`src/rtl/four_bit_rca.sv`:
```
// rtl/four_bit_rca.sv - 4-bit ripple-carry adder with combinational and registered sum, carry and overflow
// Four chained full-adder stages; the registered copies are the only stateful part.

module rca_full_adder (
    input  logic a_i,
    input  logic b_i,
    input  logic c_i,
    output logic s_o,
    output logic c_o
);
    logic p;

    assign p   = a_i ^ b_i;
    assign s_o = p ^ c_i;
    assign c_o = (a_i & b_i) | (c_i & p);
endmodule

module four_bit_rca (
    input  logic       clk,
    input  logic       rst_n,
    input  logic [3:0] A,
    input  logic [3:0] B,
    input  logic       Cin,
    output logic [3:0] S,
    output logic       Cout,
    output logic       V,
    output logic [3:0] S_q,
    output logic       Cout_q,
    output logic       V_q
);
    // Separate carry nets per stage keep the ripple chain explicit.
    logic c1, c2, c3, c4;
    logic s0, s1, s2, s3;

    rca_full_adder u_fa0 (.a_i(A[0]), .b_i(B[0]), .c_i(Cin), .s_o(s0), .c_o(c1));
    rca_full_adder u_fa1 (.a_i(A[1]), .b_i(B[1]), .c_i(c1),  .s_o(s1), .c_o(c2));
    rca_full_adder u_fa2 (.a_i(A[2]), .b_i(B[2]), .c_i(c2),  .s_o(s2), .c_o(c3));
    rca_full_adder u_fa3 (.a_i(A[3]), .b_i(B[3]), .c_i(c3),  .s_o(s3), .c_o(c4));

    logic [3:0] s_d;
    logic       cout_d;
    logic       v_d;

    assign s_d    = {s3, s2, s1, s0};
    assign cout_d = c4;
    assign v_d    = c3 ^ c4;

    assign S    = s_d;
    assign Cout = cout_d;
    assign V    = v_d;

    always_ff @(posedge clk or negedge rst_n) begin
        if (!rst_n) begin
            S_q    <= 4'd0;
            Cout_q <= 1'b0;
            V_q    <= 1'b0;
        end else begin
            S_q    <= s_d;
            Cout_q <= cout_d;
            V_q    <= v_d;
        end
    end
endmodule

```
`config.mk`:
```
export PLATFORM = sky130hd
export DESIGN_NAME = four_bit_rca
export DESIGN_NICKNAME = d
export VERILOG_FILES = /design/src/rtl/four_bit_rca.sv
export SDC_FILE = /design/constraint.sdc
export NUM_CORES = 1
export LEC_CHECK = 0
export CAP_MARGIN = 0
export CORE_AREA = 2 2 39 41
export DETAILED_ROUTE_END_ITERATION = 8
export DIE_AREA = 0 0 41 43
export GPL_ROUTABILITY_DRIVEN = 0
export PLACE_DENSITY = 0.64
export RECOVER_POWER = 25
export SLEW_MARGIN = 20
export SYNTH_ARGS = -nofsm -noshare
export SYNTH_HDL_FRONTEND = slang
export SYNTH_SLANG_ARGS = --single-unit
```
`constraint.sdc`:
```
create_clock -name clk -period 3.63 [get_ports clk]
set_clock_uncertainty 0.05 [all_clocks]
set_input_delay 0.726 -clock clk [delete_from_list [all_inputs] [get_ports clk]]
set_output_delay 0.726 -clock clk [all_outputs]
set_load 0.02 [all_outputs]
```
== After elaboration in Yosys (flattened, before gate mapping) ==
Cells that the tools add are included.

* Flip-flop bits (word level): 6
* Bits of input ports: 11
* Output and inout port bits: 12
* Word-level logic and storage cells: 24

* Bitwise logic cells: 21

{| class="wikitable"
|+ Operators with widths
! operator !! count
|-
| bitwise XOR 1 bit || 9
|-
| bitwise AND 1 bit || 8
|-
| OR 1 bit || 4
|}

== Longest topological paths before layout ==
Gate-level depths: netlist (run 1).

* Depth in word-level cells: 10
* Depth in mapped cells: 9

== Hierarchy ==
A second synthesis (run 1) with hierarchy kept.

* Cells, all modules: 15
* Area, all modules: 269.0 um^2

{| class="wikitable"
|+ By module, submodules not included
! module !! times used !! cells each !! area an instance (um^2) !! sequential area each (um^2)
|-
| four_bit_rca || 1 || 11 || 188.9 || 150.1
|-
| rca_full_adder || 4 || 1 || 20.0 || 0.0
|}

== Least setup slack after synthesis (run 1) ==
OpenSTA, ideal clock, no wires.

* Path kind: input port to output port
* Start: input port A[0]
* End: output port S[3]
* Arrival time: 2430 ps
* Data required time: 2854 ps
* Setup slack: 424 ps
* Stages on the path: 9
* Cells stage by stage: fa_1 -> inv_1 -> fa_1 -> inv_1 -> fa_1 -> inv_1 -> fa_1 -> inv_1 -> buf_4

* Longest elaborated chain between the ends: 8
* Elaborated cells between the ends (all ways): 9

{| class="wikitable"
|+ Ends and longest elaborated chain
! what !! line !! source
|-
| start: declaration || 21 || <nowiki>input logic [3:0] A,</nowiki>
|-
| bitwise XOR 1 bit || 13 || <nowiki>assign p = a_i ^ b_i;</nowiki>
|-
| bitwise AND 1 bit || 15 || <nowiki>assign c_o = (a_i & b_i) | (c_i & p);</nowiki>
|-
| OR 1 bit (*) || 15 ||
|-
| bitwise AND 1 bit (*) || 15 ||
|-
| OR 1 bit (*) || 15 ||
|-
| bitwise AND 1 bit (*) || 15 ||
|-
| OR 1 bit (*) || 15 ||
|-
| bitwise XOR 1 bit (*) || 14 || <nowiki>assign s_o = p ^ c_i;</nowiki>
|-
| end: declaration || 24 || <nowiki>output logic [3:0] S,</nowiki>
|}

Every way passes the cells marked *; elsewhere a longest branch is shown, timed or not.

== Worst setup path after layout (run 1) ==
* Start: input port A[1]
* End: output port V

* Longest elaborated chain between the ends: 8
* Elaborated cells between the ends (all ways): 9

{| class="wikitable"
|+ Ends and longest elaborated chain
! what !! line !! source
|-
| bitwise XOR 1 bit || 13 ||
|-
| bitwise AND 1 bit || 15 ||
|-
| OR 1 bit (*) || 15 ||
|-
| bitwise AND 1 bit (*) || 15 ||
|-
| OR 1 bit (*) || 15 ||
|-
| bitwise AND 1 bit || 15 ||
|-
| OR 1 bit || 15 ||
|-
| bitwise XOR 1 bit (*) || 46 || <nowiki>assign v_d = c3 ^ c4;</nowiki>
|-
| end: declaration || 26 || <nowiki>output logic V,</nowiki>
|}

Marked as above.

==> run_results.csv, run 1 <==
group,metric,value,unit
status,status,"complete, no violations",
sta,rsz0062_at_grt,"false",
placed_design,dpl_cell_area,532,µm²
clock_network,cts_sinks,6,
sta,final_max_slew_viol_count,0,
routing,via_per_inst,3.46,
synth,synth_enable_flop_cells,0,
sta,hold_ws,0.746,ns
synth,yosysUniqueCellTypes,5,
power,p_switching,0.0776,mW
routing,vias,225,
sta,fin_ws,0.191,ns
cells_and_area,antenna_cells,0,
setup_path,arrival,2.66,ns
clock_network,cts-root-buf,"clkbuf_4",
sta,worst_pin_slew,0.254,ns
global_routing,antenna_found_initial,0,
clock_network,tritoncts,"done",
die,die_w,41,µm
setup_path,end_kind,"primary output",
sta,relSlewSlack,83.0,%
die,die_h,43,µm
die,rows,14,
routing,drt_iter0_drc,3,
setup_path,crit_required,2.85,ns
routing,ant_nets,0,
synth,synth_top_area_share,49.0,%
clock_network,cts_htree_levels,1,
placed_design,io_buffers,22,
sta,min_period_over_period,94.7,%
synth,yosys_warnings,0,
setup_path,path_class,"in2out",
synth,syn_area_per_cell,12.3,µm²
synth,ys_ff_latch,6,
global_routing,grt_first_pass_wirelength,807,µm
clock_network,cts-buffers-inserted,3,
synth,synthArstFlopShare,100,%
setup_path,crit_path_start_kind,"primary input",
die,initial_core_util,22.2,%
synth,synth_most_common_cell,"inv_1",
power,internal-power,0.176,mW
power,p_leak,0.300,nW
routing,avgRoutedWirePerCell,8.38,µm
die,core,1380,µm²
die,fp.dieArea,1760,µm²
clock_network,cts.reportedPaths.clkPinSlew,0.04,ns
sta,min_period,3.44,ns
global_routing,grtUsageTotal,6.69,%
die,io_pins,23,
placed_design,place_ws,-0.591,ns
routing,routed_wirelength,545,µm
cells_and_area,stdcell_area,583,µm²
setup_path,crit_fanout,2,
global_routing,grt_max_degree,7,
power,p_seq_share,31.8,%
cells_and_area,final_layout_size_suffix_gt1_share,36.7,%
sta,finalSetupViolations,0,
power,switching_share,30.6,%
synth,syn-num-nets,40,
synth,netlist_top_cells_count,"10 x inv_1, 6 x dfrtp_1, 4 x buf_4, 4 x fa_1, 1 x xnor2_1",
clock_network,cts_hold_buf,0,
synth,synthCells,25,
sta,final_hold_viol_count,0,
synth,ys.flop_type,"dfrtp_1",
placed_design,dp_hpwl,466,µm
routing,dr.pass1.iters,2,
worst_hold_path,hp-class,"in2async",
cells_and_area,regArea,150,µm²
cells_and_area,post-route-util,42.1,%
run,max-cap-violations,0,
synth,synth_area_leaders,"dfrtp_1 49%, fa_1 26%, inv_1 12%",
routing,drc_errors,0,
global_routing,gr-total-overflow,0,
synth,yosysTopAreaCell,"dfrtp_1",
power,power_density,435,nW/µm²
synth,yosysSeqAreaShare,49.0,%
power,pwr-share-comb,45.9,%
cells_and_area,multi_input_area,106,µm²
global_routing,grt_pass1_vias,256,
power,clock_power_share,22.3,%
cells_and_area,syn_to_final_growth,90.2,%
clock_network,clock_path_buffers,2,
sta,max_freq,291,MHz
synth,netlist_area,307,µm²
cells_and_area,fillers,150,
cells_and_area,fin_nets,66,
power,worst_ir_drop_vdd,0.000136,V
-- path summary, 6_finish.rpt --
path / from / to / slack, ns / cells past startpoint
min in group clk: B[0] / S_q[0] / 0.79 / 2
min: rst_n / V_q / 0.75 / 1
max in group asynchronous: rst_n / S_q[2] / 2.58 / 1
max: A[1] / V / 0.19 / 9
-- kinds of logic (layout without fill, tap and decap cells) --
kind of cell | count (synthesis) | in the layout | share of synthesized area (%)
flops | 6 | 6 | 49.0
xor+xnor | 1 | 1 | 2.86
fa+ha+maj | 4 | 4 | 26.1
buf+inv | 14 | 38 | 22.0
-- repair_timing --
item / 4_1_cts / 5_1_grt
endpoints found under the hold margin: 0 / 0
resized for setup: 17 / 12
cloned: 0 / 0
pin swaps: 0 / 4
setup endpoints to repair: 4 / 3
setup buffers: 0 / 1
-- stage by stage --
| step | std cells | setup TNS (ns) | power, mW |
|---|---|---|---|
| 6_report | 65 | 0 | 0.254 |
| 3_3_place_gp | 61 | -1.54 | 0.192 |
| 2_1_floorplan | 25 | 0 | 0.140 |
| 3_5_place_dp | 61 | -1.62 | 0.194 |
| 5_1_grt | 65 | 0 | 0.268 |
| 4_1_cts | 64 | -0.124 | 0.250 |
-- power by group through the flow --
stage | clock network [mW] | logic [mW] | registers (mW)
6_report | 0.0566 | 0.117 | 0.0806
5_1_grt | 0.0600 | 0.127 | 0.0815
4_1_cts | 0.0588 | 0.110 | 0.0808
3_5_place_dp | 0 | 0.113 | 0.0817
3_3_place_gp | 0 | 0.111 | 0.0815
2_1_floorplan | 0 | 0.0425 | 0.0972
-- routing by layer --
layer  wire length, µm  part of all wire (%)  up-vias  global-route usage (%)
met5                 0                     0        -                       0
met4                 0                     0        0                    6.00
met3                66                    12        0                    1.05
met2               333                    61       15                    13.1
met1               145                    27      100                    4.32
li1                  -                     -      110                       -
-- layout make-up --
type                    count  area share [%]
clock buffers               3            3.86
multi-input cells           5            18.2
repair buffers             25            42.3
flip-flops and latches      6            25.8
inverters                  10            6.44
well taps                  16            3.43
-- critical path, cell delays in order --
cell and delay [ns]:
clkdlybuf4s50_1 0.45, inv_1 0.06, fa_2 0.38, inv_2 0.07
fa_2 0.21, inv_2 0.04, fa_2 0.38, xnor2_2 0.20
buf_6 0.14
-- sequential cells by signal (all words and copies together) (netlist names) --
name / count
Cout_q: 1
V_q: 1
S_q: 4
-- cells in the final DEF (no fill, tap or decap) --
master	Yosys	layout
clkbuf_4	0	3
buf_2	0	1
buf_6	0	2
dfrtp_1	6	6
inv_2	0	4
fa_2	0	4
dlymetal6s2s_1	0	3
clkdlybuf4s50_1	0	14
buf_4	4	3
dlygate4sd2_1	0	1
dlygate4sd3_1	0	1
inv_1	10	6
xnor2_2	0	1
Note: power is estimated with default switching activity, not from simulation.
==> run 2, diff against run 1 <==
Clock period 3.63 ns to 4.2 ns, I/O delays scaled along.
==> run 2 against run 1 <==
Via count fell by 2.2%; core utilization down 2.9 points; critical path depth rose by 1; cell count shrank 1.5%; sequential cell count stayed put.
==> run_results.csv, run 2 (synthesis gave the netlist of run 1 again) <==
group,metric,value,unit
sta,min_period_over_period,95.3,%
die,die_h,43,µm
cells_and_area,final_layout_size_suffix_gt1_share,14.6,%
cells_and_area,antenna_cells,0,
routing,avgRoutedWirePerCell,7.64,µm
routing,via_per_inst,3.44,
clock_network,tritoncts,"done",
setup_path,end_kind,"primary output",
global_routing,antenna_found_initial,0,
cells_and_area,final_cell_mix,"18 x clkdlybuf4s50_1, 10 x inv_1, 6 x dfrtp_1",
cells_and_area,stdcell_count,64,
placed_design,dpl_cell_area,532,µm²
die,rows,14,
power,power,0.211,mW
global_routing,gr-total-overflow,0,
power,switching_share,30.9,%
setup_path,cpMaxStageDelayCell,"clkdlybuf4s50_1",
sta,relSlewSlack,83.1,%
run,max-cap-violations,0,
cells_and_area,largest_reg_flops,4,
power,clock_power_share,23.8,%
cells_and_area,top_regs,"S_q (4), Cout_q (1), V_q (1)",
routing,drt_iter0_drc,0,
sta,max_freq,250,MHz
status,status,"complete, no violations",
clock_network,cts-root-buf,"clkbuf_4",
die,io_pins,23,
placed_design,io_buffers,22,
routing,dr.pass1.iters,1,
setup_path,endpoint,"S[3]",
global_routing,busiest_layer,"met2",
sta,fin_tns_setup,0,ns
power,p_seq_share,33.0,%
global_routing,grt_first_pass_wirelength,814,µm
setup_path,startpoint,"A[0]",
global_routing,grt_max_degree,7,
sta,worst_pin_slew,0.252,ns
power,p_leak,0.266,nW
cells_and_area,fin_nets,65,
sta,hold_ws,0.854,ns
setup_path,critPathMaxStageDelay,0.43,ns
die,die_w,41,µm
power,p_switching,0.0651,mW
cells_and_area,syn_to_final_growth,77.1,%
die,core,1380,µm²
setup_path,crit_required,3.31,ns
sta,rsz0062_at_grt,"false",
die,fp.dieArea,1760,µm²
global_routing,grtUsageTotal,7.31,%
sta,min_period,4.00,ns
global_routing,grt_use_met3,1.57,%
cells_and_area,final_common_cell,"clkdlybuf4s50_1",
clock_network,cts.reportedPaths.clkPinSlew,0.04,ns
setup_path,crit_path_start_kind,"primary input",
cells_and_area,stdcell_area,543,µm²
sta,final_hold_viol_count,0,
global_routing,use_met1,5.33,%
setup_path,path_class,"in2out",
clock_network,post_cts_buffers,0,
global_routing,met2_usage,11.9,%
die,initial_core_util,22.2,%
setup_path,arrival,3.11,ns
routing,drc_errors,0,
setup_path,crit_fanout,2,
placed_design,place_inst,61,
routing,routed_wirelength,489,µm
setup_path,worstPathCellList,"clkdlybuf4s50_1, fa_1, inv_1, fa_1, inv_1, fa_1, inv_1, fa_1, inv_1, clkbuf_2",
power,pwr-share-comb,43.1,%
routing,ant_nets,0,
power,worst_ir_drop_vdd,0.0000749,V
clock_network,cts_htree_levels,1,
global_routing,grt_pass1_vias,237,
cells_and_area,regMostFlops,"S_q",
clock_network,cts_hold_buf,0,
worst_hold_path,hp-class,"in2async",
clock_network,cts_sinks,6,
sta,final_max_slew_viol_count,0,
clock_network,clock_path_buffers,2,
power,power_density,388,nW/µm²
power,internal-power,0.146,mW
clock_network,cts-buffers-inserted,3,
routing,vias,220,
sta,finalSetupViolations,0,
==> run 2: cell type report <==
type | count | area (µm²)
tap | 16 | 20.0
sequential | 6 | 150
multi-input combinational | 5 | 88.8
timing repair buffer | 24 | 224
clock buffer | 3 | 22.5
fill | 152 | 841
inverter | 10 | 37.5
==> run 2: power groups by stage <==
stage	clock network [mW]	logic, mW	registers (mW)
floorplan	0	0.0368	0.0840
global placement	0	0.0955	0.0704
detailed placement	0	0.0972	0.0706
CTS	0.0533	0.0937	0.0697
global route	0.0543	0.0991	0.0703
finish	0.0502	0.0909	0.0696
==> run 2: what timing repair did <==
item | CTS | global route
gates resized for setup | 3 | 4
pin swaps | 0 | 0
endpoints found under the setup margin | 3 | 2
==> run 2: layer usage <==
layer / wire length, µm / part of all wire, % / vias to the layer above
li1: - / - / 107
met1: 139 / 28 / 100
met2: 286 / 58 / 13
met3: 63 / 13 / 0
met4: 0 / 0 / 0
met5: 0 / 0 / -
==> run 2: worst min path at each step <==
stage / to / slack (ns) / cells after the start
2_1_floorplan: Cout_q / 0.49 / 0
3_3_place_gp: S_q[1] / 1.03 / 1
3_5_place_dp: S_q[0] / 1.04 / 1
4_1_cts: V_q / 0.78 / 1
5_1_grt: V_q / 0.88 / 1
6_report: S_q[0] / 0.85 / 1
==> run 2: worst max-delay path: cells and delay by family <==
family	cells	cell delay (ns)
fa+ha+maj	4	1.38
buf+inv	6	0.88
==> run 2: per-stage QoR <==
step	util [%]	worst slack [ns]
after floorplan	-	0.766
after global placement	38.4	-0.220
after detailed placement	38.4	-0.253
after CTS	39.8	0.0168
after global routing	39.2	0.0501
final	39.2	0.199
